## src/rtl/bsram_stream_reader.sv

```systemverilog
// Streams a contiguous byte range out of BSRAM port B into a small valid/ready FIFO.
// Optional BSRAM_READER_CKSUM_EN adds a running modulo-2^DATA_W checksum output.
module bsram_stream_reader #(
    parameter int ADDR_W     = 13,
    parameter int DATA_W     = 8,
    parameter int READ_LAT   = 2,
    parameter int FIFO_DEPTH = 4
) (
    input  logic              MEMORY_CLK,
    input  logic              rst_n,
    input  logic              start,
    input  logic [ADDR_W-1:0] base_addr,
    input  logic [ADDR_W:0]   length,
    output logic              busy,
    output logic              done,
    output logic [ADDR_W-1:0] adb,
    output logic              ceb,
    output logic              oce,
    output logic              resetb,
    input  logic [DATA_W-1:0] dout,
    output logic [DATA_W-1:0] out_data,
    output logic              out_valid,
    input  logic              out_ready
`ifdef BSRAM_READER_CKSUM_EN
    ,
    output logic [DATA_W-1:0] checksum
`endif
);

    localparam int PTR_W = (FIFO_DEPTH > 1) ? $clog2(FIFO_DEPTH) : 1;
    localparam int CNT_W = $clog2(FIFO_DEPTH) + 1;
    localparam int OCC_W = $clog2(FIFO_DEPTH + READ_LAT + 2) + 1;
    localparam logic [OCC_W-1:0] DEPTH_OCC = OCC_W'(FIFO_DEPTH);
    localparam logic [CNT_W-1:0] DEPTH_CNT = CNT_W'(FIFO_DEPTH);

    typedef enum logic [1:0] {IDLE, RUN, DRAIN} state_t;

    state_t              state_q;
    logic                busy_q, done_q, ceb_q;
    logic [ADDR_W-1:0]   adb_q, rd_addr_q;
    logic [ADDR_W:0]     rem_issue_q, rem_deliver_q;
    logic [READ_LAT-1:0] vld_pipe_q;

    logic [DATA_W-1:0]   mem_q [FIFO_DEPTH];
    logic [PTR_W-1:0]    wr_ptr_q, rd_ptr_q;
    logic [CNT_W-1:0]    fifo_cnt_q;

    logic                push, pop, issue, credit_ok;
    logic [OCC_W-1:0]    inflight, occ;

    assign out_valid = (fifo_cnt_q != '0);
    assign out_data  = mem_q[rd_ptr_q];
    assign push      = vld_pipe_q[READ_LAT-1];
    assign pop       = out_valid && out_ready;

    always_comb begin
        inflight = OCC_W'(ceb_q);
        for (int i = 0; i < READ_LAT; i++) begin
            inflight = inflight + OCC_W'(vld_pipe_q[i]);
        end
    end

    // A pop on this edge frees a slot, so a read may be issued against it;
    // this keeps one byte per cycle when FIFO_DEPTH == READ_LAT+2.
    assign occ       = OCC_W'(fifo_cnt_q) + inflight;
    assign credit_ok = occ < (DEPTH_OCC + OCC_W'(pop));
    assign issue     = (state_q == RUN) && (rem_issue_q != '0) && credit_ok;

    always_ff @(posedge MEMORY_CLK or negedge rst_n) begin
        if (!rst_n) begin
            state_q       <= IDLE;
            busy_q        <= 1'b0;
            done_q        <= 1'b0;
            ceb_q         <= 1'b0;
            adb_q         <= '0;
            rd_addr_q     <= '0;
            rem_issue_q   <= '0;
            rem_deliver_q <= '0;
        end else begin
            done_q <= 1'b0;
            ceb_q  <= 1'b0;
            case (state_q)
                IDLE: begin
                    if (start) begin
                        rd_addr_q     <= base_addr;
                        rem_issue_q   <= length;
                        rem_deliver_q <= length;
                        if (length == '0) begin
                            done_q <= 1'b1;
                        end else begin
                            state_q <= RUN;
                            busy_q  <= 1'b1;
                        end
                    end
                end
                RUN: begin
                    if (issue) begin
                        ceb_q       <= 1'b1;
                        adb_q       <= rd_addr_q;
                        rd_addr_q   <= rd_addr_q + ADDR_W'(1);
                        rem_issue_q <= rem_issue_q - (ADDR_W+1)'(1);
                        if (rem_issue_q == (ADDR_W+1)'(1)) state_q <= DRAIN;
                    end
                end
                default: ;
            endcase
            // rem_deliver exceeds rem_issue while RUN, so the last hand-off is always in DRAIN
            if (pop) begin
                rem_deliver_q <= rem_deliver_q - (ADDR_W+1)'(1);
                if (rem_deliver_q == (ADDR_W+1)'(1)) begin
                    state_q <= IDLE;
                    busy_q  <= 1'b0;
                    done_q  <= 1'b1;
                end
            end
        end
    end

    always_ff @(posedge MEMORY_CLK or negedge rst_n) begin
        if (!rst_n) begin
            vld_pipe_q <= '0;
        end else begin
            vld_pipe_q[0] <= ceb_q;
            for (int i = 1; i < READ_LAT; i++) begin
                vld_pipe_q[i] <= vld_pipe_q[i-1];
            end
        end
    end

    always_ff @(posedge MEMORY_CLK or negedge rst_n) begin
        if (!rst_n) begin
            for (int i = 0; i < FIFO_DEPTH; i++) mem_q[i] <= '0;
            wr_ptr_q   <= '0;
            rd_ptr_q   <= '0;
            fifo_cnt_q <= '0;
        end else begin
            if (push) begin
                mem_q[wr_ptr_q] <= dout;
                wr_ptr_q        <= wr_ptr_q + PTR_W'(1);
            end
            if (pop) rd_ptr_q <= rd_ptr_q + PTR_W'(1);
            case ({push, pop})
                2'b10:   fifo_cnt_q <= fifo_cnt_q + CNT_W'(1);
                2'b01:   fifo_cnt_q <= fifo_cnt_q - CNT_W'(1);
                default: ;
            endcase
`ifndef SYNTHESIS
            if (push && !pop) begin
                assert (fifo_cnt_q != DEPTH_CNT)
                    else $error("bsram_stream_reader: push into full fifo");
            end
`endif
        end
    end

`ifdef BSRAM_READER_CKSUM_EN
    logic [DATA_W-1:0] cksum_q;

    always_ff @(posedge MEMORY_CLK or negedge rst_n) begin
        if (!rst_n) begin
            cksum_q <= '0;
        end else if (state_q == IDLE && start) begin
            cksum_q <= '0;
        end else if (pop) begin
            cksum_q <= cksum_q + out_data;
        end
    end

    assign checksum = cksum_q;
`endif

    assign busy   = busy_q;
    assign done   = done_q;
    assign adb    = adb_q;
    assign ceb    = ceb_q;
    assign oce    = busy_q;
    assign resetb = 1'b0;

endmodule

```

## config.mk

```make
export PLATFORM = sky130hd
export DESIGN_NAME = bsram_stream_reader
export DESIGN_NICKNAME = d
export VERILOG_FILES = /design/src/rtl/bsram_stream_reader.sv
export SDC_FILE = /design/constraint.sdc
export NUM_CORES = 1
export LEC_CHECK = 0
export CAP_MARGIN = 5
export CORE_ASPECT_RATIO = 0.5
export CORE_MARGIN = 2
export CORE_UTILIZATION = 26
export CTS_BUF_LIST = sky130_fd_sc_hd__clkbuf_4 sky130_fd_sc_hd__clkbuf_8
export DETAILED_ROUTE_END_ITERATION = 7
export GPL_ROUTABILITY_DRIVEN = 0
export MAX_ROUTING_LAYER = met4
export PLACE_DENSITY = 0.54
export SLEW_MARGIN = 20
export SYNTH_ARGS = -nofsm -noshare
export SYNTH_HDL_FRONTEND = slang
export SYNTH_SLANG_ARGS = --single-unit
```

## constraint.sdc

```tcl
create_clock -name MEMORY_CLK -period 4.23 [get_ports MEMORY_CLK]
set_clock_uncertainty 0.2 [all_clocks]
set_input_delay 0.423 -clock MEMORY_CLK [delete_from_list [all_inputs] [get_ports MEMORY_CLK]]
set_output_delay 0.423 -clock MEMORY_CLK [all_outputs]
set_load 0.02 [all_outputs]
```

# Yosys cells after proc, flatten, opt, wreduce, memory -nomap -nowiden
# Index checks and enable logic that the tools add are counted.
[totals] ff_bits=100 inputBits=39 out_inout_bits=27 elab_cells=89
[classes] n_addsub=11 magnitude_cmp=4 n_eq_ne=7 n_mux=34 bitwise=2 reduce_logical=15
[ops] operator="$mux W14" n=4
[ops] operator="$bwmux W32" n=1
[ops] operator="$eq A14 B1 Y1 const B" n=2
[ops] operator="$pmux W14 S2" n=1
[ops] operator="$sub A14 B1 Y14 const B" n=2
[ops] operator="$mux W13" n=2
[ops] operator="$pmux W13 S2" n=1
[ops] operator="$mux W8" n=3
[ops] operator="$bmux W8 S2" n=1
[ops] operator="$demux W8 S2" n=1
[ops] operator="$logic_not A14 Y1" n=1
[ops] operator="$reduce_bool A14 Y1" n=1
[ops] operator="$add A13 B1 Y13 const B" n=1
[ops] operator="$mux W1" n=12
[ops] operator="$mux W2" n=6
[ops] operator="$reduce_bool A2 Y1" n=4
[ops] operator="$ge A3 B3 Y1 const B" n=2
[ops] operator="$not A2 Y3" n=2
[ops] operator="$pmux W3 S2" n=1
[ops] operator="$add A2 B1 Y2 const B" n=2
[ops] operator="$add A3 B1 Y4 const A" n=1
[ops] operator="$add A3 B3 Y4" n=1
[ops] operator="$eq A2 B1 Y1 const B" n=2
[ops] operator="$logic_and A1 B1 Y1" n=4
[ops] operator="13 further kinds" n=15

# Logic depth before layout (Yosys ltp)
# Gate-level depths: netlist of the first run.
[logic_depth] ltp_word=9 depth_mapped=11 mapped_depth_nobuf=10

# Least setup slack after synthesis of the first run
# OpenSTA, ideal clock, no wires.
[synth_path] path_kind="reg-to-reg" startpoint="register ceb_q, in the netlist ceb" endpoint="register rd_addr_q[2]" setup_time_ps=119 arrival_ps=2787 t_required_ps=3911 slack_ps=1124 stages_incl_launch_ff=11 path_buffers=1 synth_period_minus_slack_ps=3106 path_cell_list="dfrtp_1 -> fa_1 -> ha_1 -> inv_1 -> fa_1 -> xor2_1 -> a41o_1 -> a21oi_1 -> a21oi_1 -> clkbuf_1 -> o21a_1"
[synth_via] elab_chain_cells=7
[synth_rtl] element="from (decl)" line_no="39" source="logic busy_q, done_q, ceb_q;"
[synth_rtl] element="from (signal assigned)" line_no="74" source="ceb_q <= 1'b0;"
[synth_rtl] element="from (signal assigned)" line_no="81" source="ceb_q <= 1'b0;"
[synth_rtl] element="from (signal assigned)" line_no="98" source="ceb_q <= 1'b1;"
[synth_rtl] element="$add A1 B1 Y2" line_no="59" source="inflight = inflight + OCC_W'(vld_pipe_q[i]);"
[synth_rtl] element="$add A2 B1 Y3" line_no="59"
[synth_rtl] element="$add A3 B3 Y4" line_no="65" source="assign occ = OCC_W'(fifo_cnt_q) + inflight;"
[synth_rtl] element="$lt A4 B4 Y1" line_no="66" source="assign credit_ok = occ < (DEPTH_OCC + OCC_W'(pop));"
[synth_rtl] element="$logic_and A1 B1 Y1" line_no="67" source="assign issue = (state_q == RUN) && (rem_issue_q != '0) && credit_ok;"
[synth_rtl] element="$ne A2 B2 Y1 (no source line)"
[synth_rtl] element="$reduce_and A3 Y1 (no source line)"
[synth_rtl] element="to (signal assigned)" line_no="85" source="rd_addr_q <= base_addr;"
[synth_rtl] element="to (signal assigned)" line_no="100" source="rd_addr_q <= rd_addr_q + ADDR_W'(1);"
[synth_rtl] element="to (decl)" line_no="40" source="logic [ADDR_W-1:0] adb_q, rd_addr_q;"
# No other way between the ends.
# A chain may end at the register's enable or synchronous reset.

# Worst setup path after layout of the first run
[layout_path] startpoint="register ceb_q, in the netlist ceb" endpoint="register rd_addr_q[6]"
# The elaborated chain is that of the path after synthesis.

==> metrics.txt, run 1 <==
worst hold margin=0.222 ns; postcts setup bufs=0; cell types with the largest area share after synthesis=sky130_fd_sc_hd__dfrtp_1 47%, sky130_fd_sc_hd__mux2_2 6.7%, sky130_fd_sc_hd__nand2_1 6.0%; power dissipated by switching net loads=1350 µW; cell area after technology mapping=0.00535 mm²; clock share of power=17.8%; share of the yosys chip area belonging to registers=46.8%; Max Buffers Root-to-Sink=2; Rel. slew slack=27.9%; TritonCTS clock tree=built; share of total power consumed by net switching=39.2%; DRC viols=0; Critical Path Sink Type=flip-flop; area fraction in compound gates after synthesis=15.5%; post-layout net count=637; clock network latency to the later pin of the worst-skew pair=0.38 ns; number of buffers inserted during clock tree synthesis=9; die height=105 µm; Setup crit start=ceb; RSZ-0062 raised after global routing=no; Max Slew Vio Count=0; time the worst path needs with I/O delays and setup=3.66 ns; synthesized-area fraction occupied by xor and xnor cells=1.15%; Antenna Nets Post-Route=0; worst supply voltage drop on vdd=0.159 mV; Post-synth top flop=sky130_fd_sc_hd__dfrtp_1; startpoint of the lowest-slack hold path=vld_pipe_q[0]; TritonCTS sink count=100; global-route wire length before repair=22000 µm; number of distinct library cell variants in the gate-level netlist after synthesis=69; Seq pwr share=44.4%; static leakage=0.00260 µW; main combinational cell family by area after synthesis=simple AND/OR/NAND/NOR gates; top cell type's share of synthesized area=46.8%; slowest stage cell, crit path=sky130_fd_sc_hd__a21oi_1; most common cell after layout, fill and taps aside=sky130_fd_sc_hd__dfrtp_1; Detailed Route WL=13600 µm; critical path cell sequence=fa_1 -> ha_1 -> inv_1 -> fa_1 -> xor2_1 -> a41o_1 -> a21oi_1 -> a21oi_1 -> o221ai_1; area enclosed by the die boundary=0.0218 mm²; proportion of layout cells with a drive suffix above 1=14.5%; area share of and/or/nand/nor cells after synthesis=17.8%; number of hold buffers added after cts=1; total congestion overflow after global routing=0; # diodes=0; accumulated negative setup slack=0 ns; initial antenna violation count=0; largest net degree at the start of global routing=48; total of max-cap violations=0; Req. time, crit path=4.25 ns; Die W=207 µm; total of flip-flops plus latches after synthesis=100; Worst Path Max Fanout=12; startpoint type of the worst setup path=flip-flop; number of buffers added on ports=64; core box area=0.0204 mm²; Synth Area per Inst=10.1 µm²; count of pins on the block boundary=66; clock root buffer=sky130_fd_sc_hd__clkbuf_8; transition time at the pin with the least slew margin=1.08 ns; power per cell area=535 mW/mm²; routed wirelength normalized by instance count=15.9 µm; fill count=2119; total of endpoints with negative setup slack in the final report=0; count of buffering cells on the critical path with inverters included=1; starting density of the core=26.3%; area of combinational cells with multiple inputs=0.00263 mm²; Cells after Synth=530; data arrival time of the worst path=3.67 ns; launch point of the worst reg-to-reg path=ceb; clock-pin slew reported for the worst setup and hold paths after clock tree synthesis=0.11 ns; proportion of register bits with asynchronous set or reset after synthesis=100%; Syn. warnings=0; overall track demand over capacity in global routing=13.2%; share of synthesized cell area in full adder, half adder and majority cells=3.93%; most frequent cells in the layout=100 x sky130_fd_sc_hd__dfrtp_1, 86 x sky130_fd_sc_hd__nand2_1, 63 x sky130_fd_sc_hd__clkdlybuf4s50_1, 35 x sky130_fd_sc_hd__a21oi_1, 32 x sky130_fd_sc_hd__mux2_2; half-perimeter wire length of the detailed placement result=9490 µm; status=finished clean; 1st-iter DRT viols=295; count of H-tree levels built during CTS=3; final hold viol count=0; Worst path top cell family by delay=compound AO/OA/AOI/OAI gates; share of synthesized area spent on multiplexers=10.7%; number of enable flip-flop cells after synthesis=0; Max Clock Freq=273 MHz; routed vias=4279; cell taking the most area after synthesis=sky130_fd_sc_hd__dfrtp_1; Syn Nets=584; Via-to-Cell Ratio=4.97; storage element area=0.00250 mm²; slowest stage delay, CP=0.87 ns; total internal power=2090 µW; area growth from synthesis to layout=20.3%; std cell rows=37; kind of path behind the tightest hold check=reg -> reg; first-pass detailed-route iteration total=4; share of power burned in combinational logic=37.8%; cts repair resizes=0; final critical-path share of the clock period=86.5%; number of global-route vias before repair=4115; Worst Path Class, Setup=reg -> reg
==> cells in the mapped netlist (4+ instances only) <==
cell type	number
sky130_fd_sc_hd__o211ai_1	6
sky130_fd_sc_hd__o21ai_0	25
sky130_fd_sc_hd__ha_1	12
sky130_fd_sc_hd__dfrtp_1	100
sky130_fd_sc_hd__nor3b_1	4
sky130_fd_sc_hd__nor4b_1	4
sky130_fd_sc_hd__a21oi_1	35
sky130_fd_sc_hd__o22ai_1	7
sky130_fd_sc_hd__nor2_1	27
sky130_fd_sc_hd__a31oi_1	6
sky130_fd_sc_hd__inv_1	15
sky130_fd_sc_hd__nand2_1	86
sky130_fd_sc_hd__nand4_1	8
sky130_fd_sc_hd__mux4_2	8
sky130_fd_sc_hd__nor3_1	12
sky130_fd_sc_hd__mux2_2	32
sky130_fd_sc_hd__clkbuf_1	19
sky130_fd_sc_hd__nand3_1	12
sky130_fd_sc_hd__nor4_1	13
sky130_fd_sc_hd__o31ai_1	5
sky130_fd_sc_hd__xor2_1	4
==> routing by layer <==
| metal | vias up | global-route usage (%) | share of wire (%) |
|---|---|---|---|
| met5 | - | - | 0 |
| met1 | 2144 | 18.1 | 49 |
| met2 | 80 | 19.8 | 46 |
| li1 | 2044 | - | - |
| met4 | 0 | 3.70 | 1.1 |
| met3 | 11 | 2.50 | 3.6 |
==> per-stage QoR <==
step / worst slack [ns] / cells / util (%) / area (µm²) / total power (µW)
floorplan: 1.12 / 530 / - / 5350 / 2380
global placement: 0.634 / 844 / 30.6 / 6240 / 2830
detailed placement: 0.549 / 844 / 30.6 / 6240 / 2850
CTS: 0.527 / 861 / 31.6 / 6430 / 3480
global route: 0.374 / 861 / 31.6 / 6430 / 3700
finish: 0.571 / 861 / 31.6 / 6430 / 3440
==> flip-flops by register name (all words and copies together), names as in the netlist <==
signal / count
adb: 13
busy: 1
ceb: 1
done: 1
fifo_cnt_q: 3
mem_q: 32
rd_addr_q: 13
rd_ptr_q: 2
rem_deliver_q: 14
rem_issue_q: 14
state_q: 2
vld_pipe_q: 2
wr_ptr_q: 2
==> cells by family (layout without fill, tap and decap cells) <==
logic type / Yosys count / count (layout)
and+or+nand+nor: 193 / 193
xor gates and xnor gates: 7 / 7
DFF: 100 / 100
other: 1 / 1
buffers and inverters: 47 / 105
AOI/OAI and AO/OA: 124 / 124
adders and majority gates: 15 / 15
muxes: 43 / 43
==> worst paths after layout <==
check / to / slack (ns) / cells past startpoint
max in group asynchronous: mem_q[13] / 2.59 / 3
min in group asynchronous: rem_issue_q[10] / 0.37 / 2
worst min-delay path: vld_pipe_q[1] / 0.22 / 0
worst max-delay path: rd_addr_q[6] / 0.57 / 9
worst min register to register: vld_pipe_q[1] / 0.22 / 0
worst max register to register: rd_addr_q[6] / 0.57 / 9
==> final cells by class <==
class / instances / area share, %
multi-input combinational: 383 / 40.9
tap: 273 / 5.31
sequential: 100 / 38.9
timing repair buffer: 73 / 11.0
clock buffer: 10 / 2.04
inverter: 16 / 1.01
clock inverter: 6 / 0.875
==> power groups by stage <==
stage	sequential, µW	clock, µW	combinational (µW)
2_1_floorplan	1470	0	915
3_3_place_gp	1540	0	1280
3_5_place_dp	1550	0	1300
4_1_cts	1530	641	1310
5_1_grt	1580	683	1430
6_report	1530	612	1300
No activity file was read; power rests on OpenSTA's default activity.
==> inputs of run 2 (changes only) <==
DONT_BUFFER_PORTS = 1   (was default)
PLACE_DENSITY = 0.5   (was 0.54)
==> metrics.txt, run 2 (synthesis results as in run 1) <==
final hold viol count=0 (unchanged); Max Clock Freq=283 MHz (+3.7%); highest metal layer with signal wires=met4; clock network latency to the later pin of the worst-skew pair=0.38 ns (about the same); launch point of the worst reg-to-reg path=ceb; total congestion overflow after global routing=0 (unchanged); overall track demand over capacity in global routing=14.0% (+0.78 points); clock share of power=21.0% (+3.2 points); WL met2=6580 µm (+4.3%); Rel. slew slack=50.0% (+22 points); Setup crit start=ceb; proportion of layout cells with a drive suffix above 1=15.5% (+1.1 points); DRC viols=0 (unchanged); data arrival time of the worst path=3.62 ns (-0.05 ns); 1st-iter DRT viols=270 (-8.5%); area growth from synthesis to layout=13.0%; Via-to-Cell Ratio=5.09 (+2.4%); Req. time, crit path=4.32 ns (+0.07 ns); routed wirelength normalized by instance count=17.7 µm (+12%); Max Slew Vio Count=0 (unchanged); share of total power consumed by net switching=38.8% (-0.35 points); postcts setup bufs=0 (unchanged); Critical Path Sink Type=flip-flop; TritonCTS clock tree=built; initial antenna violation count=0 (unchanged); count of H-tree levels built during CTS=3 (unchanged); static leakage=0.00246 µW (-5.5%); global-route wire length before repair=23000 µm (+4.9%); Most flops, register=mem_q; starting density of the core=26.3% (unchanged); Seq pwr share=47.8% (+3.4 points); Antenna Nets Post-Route=0 (unchanged); number of buffers inserted during clock tree synthesis=9 (unchanged); Max Buffers Root-to-Sink=2 (unchanged); post-layout net count=591 (-7.2%); largest net degree at the start of global routing=101 (+110%); largest registers=mem_q x32, rem_deliver_q x14, rem_issue_q x14; worst supply voltage drop on vdd=0.184 mV (+15%); half-perimeter wire length of the detailed placement result=9560 µm (+0.75%); die height=105 µm (unchanged); accumulated negative setup slack=0 ns (unchanged); routed length on met3=863 µm (+77%); first-pass detailed-route iteration total=5 (+1); Worst Path Max Fanout=12 (unchanged); most frequent cells in the layout=100 x sky130_fd_sc_hd__dfrtp_1, 86 x sky130_fd_sc_hd__nand2_1, 34 x sky130_fd_sc_hd__a21oi_1, 32 x sky130_fd_sc_hd__mux2_2, 27 x sky130_fd_sc_hd__nor2_1; TritonCTS sink count=100 (unchanged); final core occ=29.7% (-1.9 points); number of buffers added on ports=0 (-100%); startpoint type of the worst setup path=flip-flop; most common cell after layout, fill and taps aside=sky130_fd_sc_hd__dfrtp_1; share of power burned in combinational logic=31.2% (-6.6 points); startpoint of the lowest-slack hold path=length[4]; std cell rows=37 (unchanged); status=finished clean; core box area=0.0204 mm² (unchanged); power per cell area=553 mW/mm² (+3.4%); fill count=2142 (+1.1%); number of global-route vias before repair=4075 (-0.97%); clock root buffer=sky130_fd_sc_hd__clkbuf_8; final critical-path share of the clock period=83.4% (-3.1 points); count of pins on the block boundary=66 (unchanged); time the worst path needs with I/O delays and setup=3.53 ns (-0.132 ns); RSZ-0062 raised after global routing=no; max FFs per register=32 (unchanged); kind of path behind the tightest hold check=in -> reg; Worst Path Class, Setup=reg -> reg; M1 wire length=6820 µm (+1.8%); power dissipated by switching net loads=1300 µW (-3.8%); total of max-cap violations=0 (unchanged); area enclosed by the die boundary=0.0218 mm² (unchanged); cts repair resizes=0 (unchanged); clock-pin slew reported for the worst setup and hold paths after clock tree synthesis=0.10 ns (about the same); Die W=207 µm (unchanged); total internal power=2050 µW (-2.3%); routed vias=4144 (-3.2%); # diodes=0 (unchanged); Detailed Route WL=14400 µm (+5.6%); transition time at the pin with the least slew margin=0.747 ns (-0.334 ns); total of endpoints with negative setup slack in the final report=0 (unchanged)
[run 2: cell count changes in the layout (fill, tap and decap cells not counted), sizes merged]
cell           change
buf                -3
bufinv             +2
clkbuf             +1
clkdlybuf4s50     -63
clkinv             -1
clkinvlp           -1
dlygate4sd3       +20
inv                -2
[run 2: path summary, 6_finish.rpt]
path	end	slack, ns	cells past startpoint
max	rd_addr_q[5]	0.70	9
min	rem_deliver_q[4]	0.03	2
max reg2reg	rd_addr_q[5]	0.70	9
min reg2reg	vld_pipe_q[1]	0.23	0
max in group asynchronous	wr_ptr_q[1]	2.96	2
min in group asynchronous	rem_issue_q[8]	0.44	2
[run 2: cell type report]
cell class | count | area [µm²] | share of cell area (%)
clock inverters | 4 | 73.8 | 1.22
inverters | 16 | 65.1 | 1.08
well taps | 273 | 342 | 5.65
repair buffers | 27 | 275 | 4.55
clock buffers | 11 | 145 | 2.40
flip-flops and latches | 100 | 2500 | 41.4
multi-input cells | 383 | 2640 | 43.7
[run 2: metrics by stage]
| step | area, µm² | setup WS [ns] | hold slack (ns) | total power, µW | instances |
|---|---|---|---|---|---|
| floorplan | 5350 | 1.12 | -0.0726 | 2380 | 530 |
| global placement | 5580 | 0.486 | -0.0686 | 2600 | 777 |
| detailed placement | 5580 | 0.398 | -0.0689 | 2620 | 777 |
| CTS | 6040 | 0.351 | 0.00686 | 3390 | 814 |
| global route | 6040 | 0.553 | 0.00502 | 3590 | 814 |
| finish | 6040 | 0.703 | 0.0339 | 3350 | 814 |
[run 2: repair_timing]
item | CTS | global route
hold buffers | 22 | 0
endpoints found under the hold margin | 144 | 0
setup endpoints to repair | 0 | 0
[run 2: critical path, cell delays in order (launching register included)]
cell	delay [ns]
sky130_fd_sc_hd__dfrtp_1	0.50
sky130_fd_sc_hd__fa_1	0.58
sky130_fd_sc_hd__ha_1	0.16
sky130_fd_sc_hd__inv_1	0.06
sky130_fd_sc_hd__fa_1	0.37
sky130_fd_sc_hd__xor2_1	0.17
sky130_fd_sc_hd__a41o_1	0.25
sky130_fd_sc_hd__a21o_1	0.39
sky130_fd_sc_hd__nand2_1	0.41
sky130_fd_sc_hd__a221oi_2	0.35
[run 2: per-layer routing]
| metal | GRT usage [%] | vias to the layer above |
|---|---|---|
| li1 | - | 1960 |
| met1 | 18.1 | 2075 |
| met2 | 21.2 | 94 |
| met3 | 4.67 | 15 |
| met4 | 2.94 | 0 |
| met5 | - | - |
[run 2: power by group through the flow]
stage	clock [µW]	combinational (µW)	sequential, µW
after detailed placement	0	1010	1620
after CTS	739	1050	1600
after global placement	0	986	1610
after floorplan	0	915	1470
final	704	1040	1600
after global routing	776	1170	1650
==> inputs of run 3 (changes only) <==
clock period = 3.5 ns   (was 4.23 ns; I/O delays follow)
==> metrics.txt, run 3 (synthesis results as in run 1) <==
share of power burned in combinational logic=32.2% (+1.0 points); most frequent cells in the layout=100 x sky130_fd_sc_hd__dfrtp_1, 86 x sky130_fd_sc_hd__nand2_1, 34 x sky130_fd_sc_hd__a21oi_1, 34 x sky130_fd_sc_hd__dlygate4sd3_1, 32 x sky130_fd_sc_hd__mux2_2; max FFs per register=32 (unchanged); initial antenna violation count=0 (unchanged); Final Cell Area=0.00620 mm² (+2.5%); routed vias=4199 (+1.3%); DRC viols=0 (unchanged); Max Slew Vio Count=0 (unchanged); area growth from synthesis to layout=15.9%; post-layout net count=609 (+3.0%); Placed Instance Area=0.00563 mm² (+0.74%); power per cell area=647 mW/mm² (+17%); critical path cell sequence=fa_1 -> ha_1 -> inv_1 -> fa_1 -> xor2_1 -> a41o_1 -> buf_4 -> a21o_1 -> nand2_1 -> buf_4 -> a221oi_2; accumulated negative setup slack=0 ns (unchanged); Worst Path Class, Setup=reg -> reg; routed wirelength normalized by instance count=17.0 µm (-4.2%); TritonCTS sink count=100 (unchanged); slowest stage cell, crit path=sky130_fd_sc_hd__fa_1; Rel. slew slack=52.4% (+2.4 points); fill count=2153 (+0.51%); total congestion overflow after global routing=0 (unchanged); # diodes=0 (unchanged); 1st-iter DRT viols=188 (-30%); half-perimeter wire length of the detailed placement result=9430 µm (-1.3%); clock root buffer=sky130_fd_sc_hd__clkbuf_8; met3 track demand over resource=3.83% (-0.83 points); TritonCTS clock tree=built; die height=105 µm (unchanged); Worst Path Max Fanout=8 (-4); first-pass detailed-route iteration total=4 (-1); worst hold margin=0.0291 ns (-0.00480 ns); total of max-cap violations=0 (unchanged); global-route met2 utilization=21.9% (+0.69 points); Max Buffers Root-to-Sink=2 (unchanged); Seq pwr share=47.8% (about the same); final hold viol count=0 (unchanged); Critical Path Sink Type=flip-flop; number of buffers inserted during clock tree synthesis=9 (unchanged); global-route wire length before repair=23100 µm (+0.33%); Req. time, crit path=3.61 ns (-0.71 ns); core box area=0.0204 mm² (unchanged); final critical-path share of the clock period=89.9% (+6.5 points); area enclosed by the die boundary=0.0218 mm² (unchanged); share of total power consumed by net switching=39.9% (+1.1 points); number of buffers added on ports=0 (unchanged); status=finished clean; overall track demand over capacity in global routing=14.1% (+0.097 points); largest net degree at the start of global routing=101 (unchanged); static leakage=0.00252 µW (+2.5%); Antenna Nets Post-Route=0 (unchanged); postcts setup bufs=0 (unchanged); Max Clock Freq=318 MHz (+12%); clock-pin slew reported for the worst setup and hold paths after clock tree synthesis=0.11 ns (about the same); time the worst path needs with I/O delays and setup=3.15 ns (-0.381 ns); data arrival time of the worst path=3.26 ns (-0.36 ns); RSZ-0062 raised after global routing=no; most common cell after layout, fill and taps aside=sky130_fd_sc_hd__dfrtp_1; slowest stage delay, CP=0.54 ns (-0.04 ns); Most flops, register=mem_q; kind of path behind the tightest hold check=in -> reg; Via-to-Cell Ratio=5.04 (-0.98%); count of pins on the block boundary=66 (unchanged); starting density of the core=26.3% (unchanged); Die W=207 µm (unchanged); Top Usage Layer GRT=met2; Worst path top cell family by delay=adder cells; clock share of power=20.0% (-1.0 points); transition time at the pin with the least slew margin=0.711 ns (-0.0359 ns); largest registers=mem_q x32, rem_deliver_q x14, rem_issue_q x14; worst supply voltage drop on vdd=0.188 mV (+2.5%); total of endpoints with negative setup slack in the final report=0 (unchanged); final core occ=30.4% (+0.75 points); count of H-tree levels built during CTS=3 (unchanged); total internal power=2410 µW (+18%); power dissipated by switching net loads=1600 µW (+23%); clock network latency to the later pin of the worst-skew pair=0.40 ns (+0.02 ns); count of buffering cells on the critical path with inverters included=3 (+2); number of global-route vias before repair=4125 (+1.2%); Detailed Route WL=14100 µm (-1.9%); proportion of layout cells with a drive suffix above 1=16.1% (+0.54 points); startpoint type of the worst setup path=flip-flop; met1 Use GR=18.3% (+0.13 points); std cell rows=37 (unchanged)
-- run 3: cell type report --
class | instances | area, µm² | share of cell area [%]
Multi-Input combinational cell | 383 | 2640 | 42.6
Clock buffer | 9 | 124 | 2.00
Tap cell | 273 | 342 | 5.51
Clock inverter | 7 | 80.1 | 1.29
Sequential cell | 100 | 2500 | 40.4
Timing Repair Buffer | 45 | 443 | 7.15
Inverter | 16 | 65.1 | 1.05
-- run 3: per-layer routing --
metal	vias to the layer above	wire [µm]
li1	1985	-
met1	2117	6710
met2	84	6610
met3	13	621
met4	0	197
met5	-	0
-- run 3: timing repair --
item,4_1_cts,5_1_grt
endpoints found under the hold margin,169,0
hold buffers,35,0
gates resized for setup,0,0
-- run 3: power by group through the flow --
stage	Clock (µW)	Combinational [µW]	Sequential, µW
floorplan	0	1110	1770
global placement	0	1210	1940
detailed placement	0	1240	1950
CTS	841	1310	1920
global route	890	1460	1990
finish	803	1290	1920
-- run 3: path summary, 6_finish.rpt --
kind | depth (start not counted) | slack (ns) | endpoint | start
max | 11 | 0.35 | rem_issue_q[3] | ceb
min | 2 | 0.03 | rem_issue_q[3] | length[3]
max reg2reg | 11 | 0.35 | rem_issue_q[3] | ceb
min reg2reg | 0 | 0.21 | vld_pipe_q[1] | vld_pipe_q[0]
max in group asynchronous | 2 | 2.35 | mem_q[17] | rst_n
min in group asynchronous | 2 | 0.33 | rem_issue_q[9] | rst_n
-- run 3: stage by stage --
step / power (µW) / instances / worst slack, ns
6_report: 4010 / 833 / 0.354
3_3_place_gp: 3150 / 782 / 0.0761
3_5_place_dp: 3180 / 782 / 0.353
5_1_grt: 4340 / 833 / 0.129
4_1_cts: 4070 / 833 / 0.328
2_1_floorplan: 2880 / 530 / 0.394
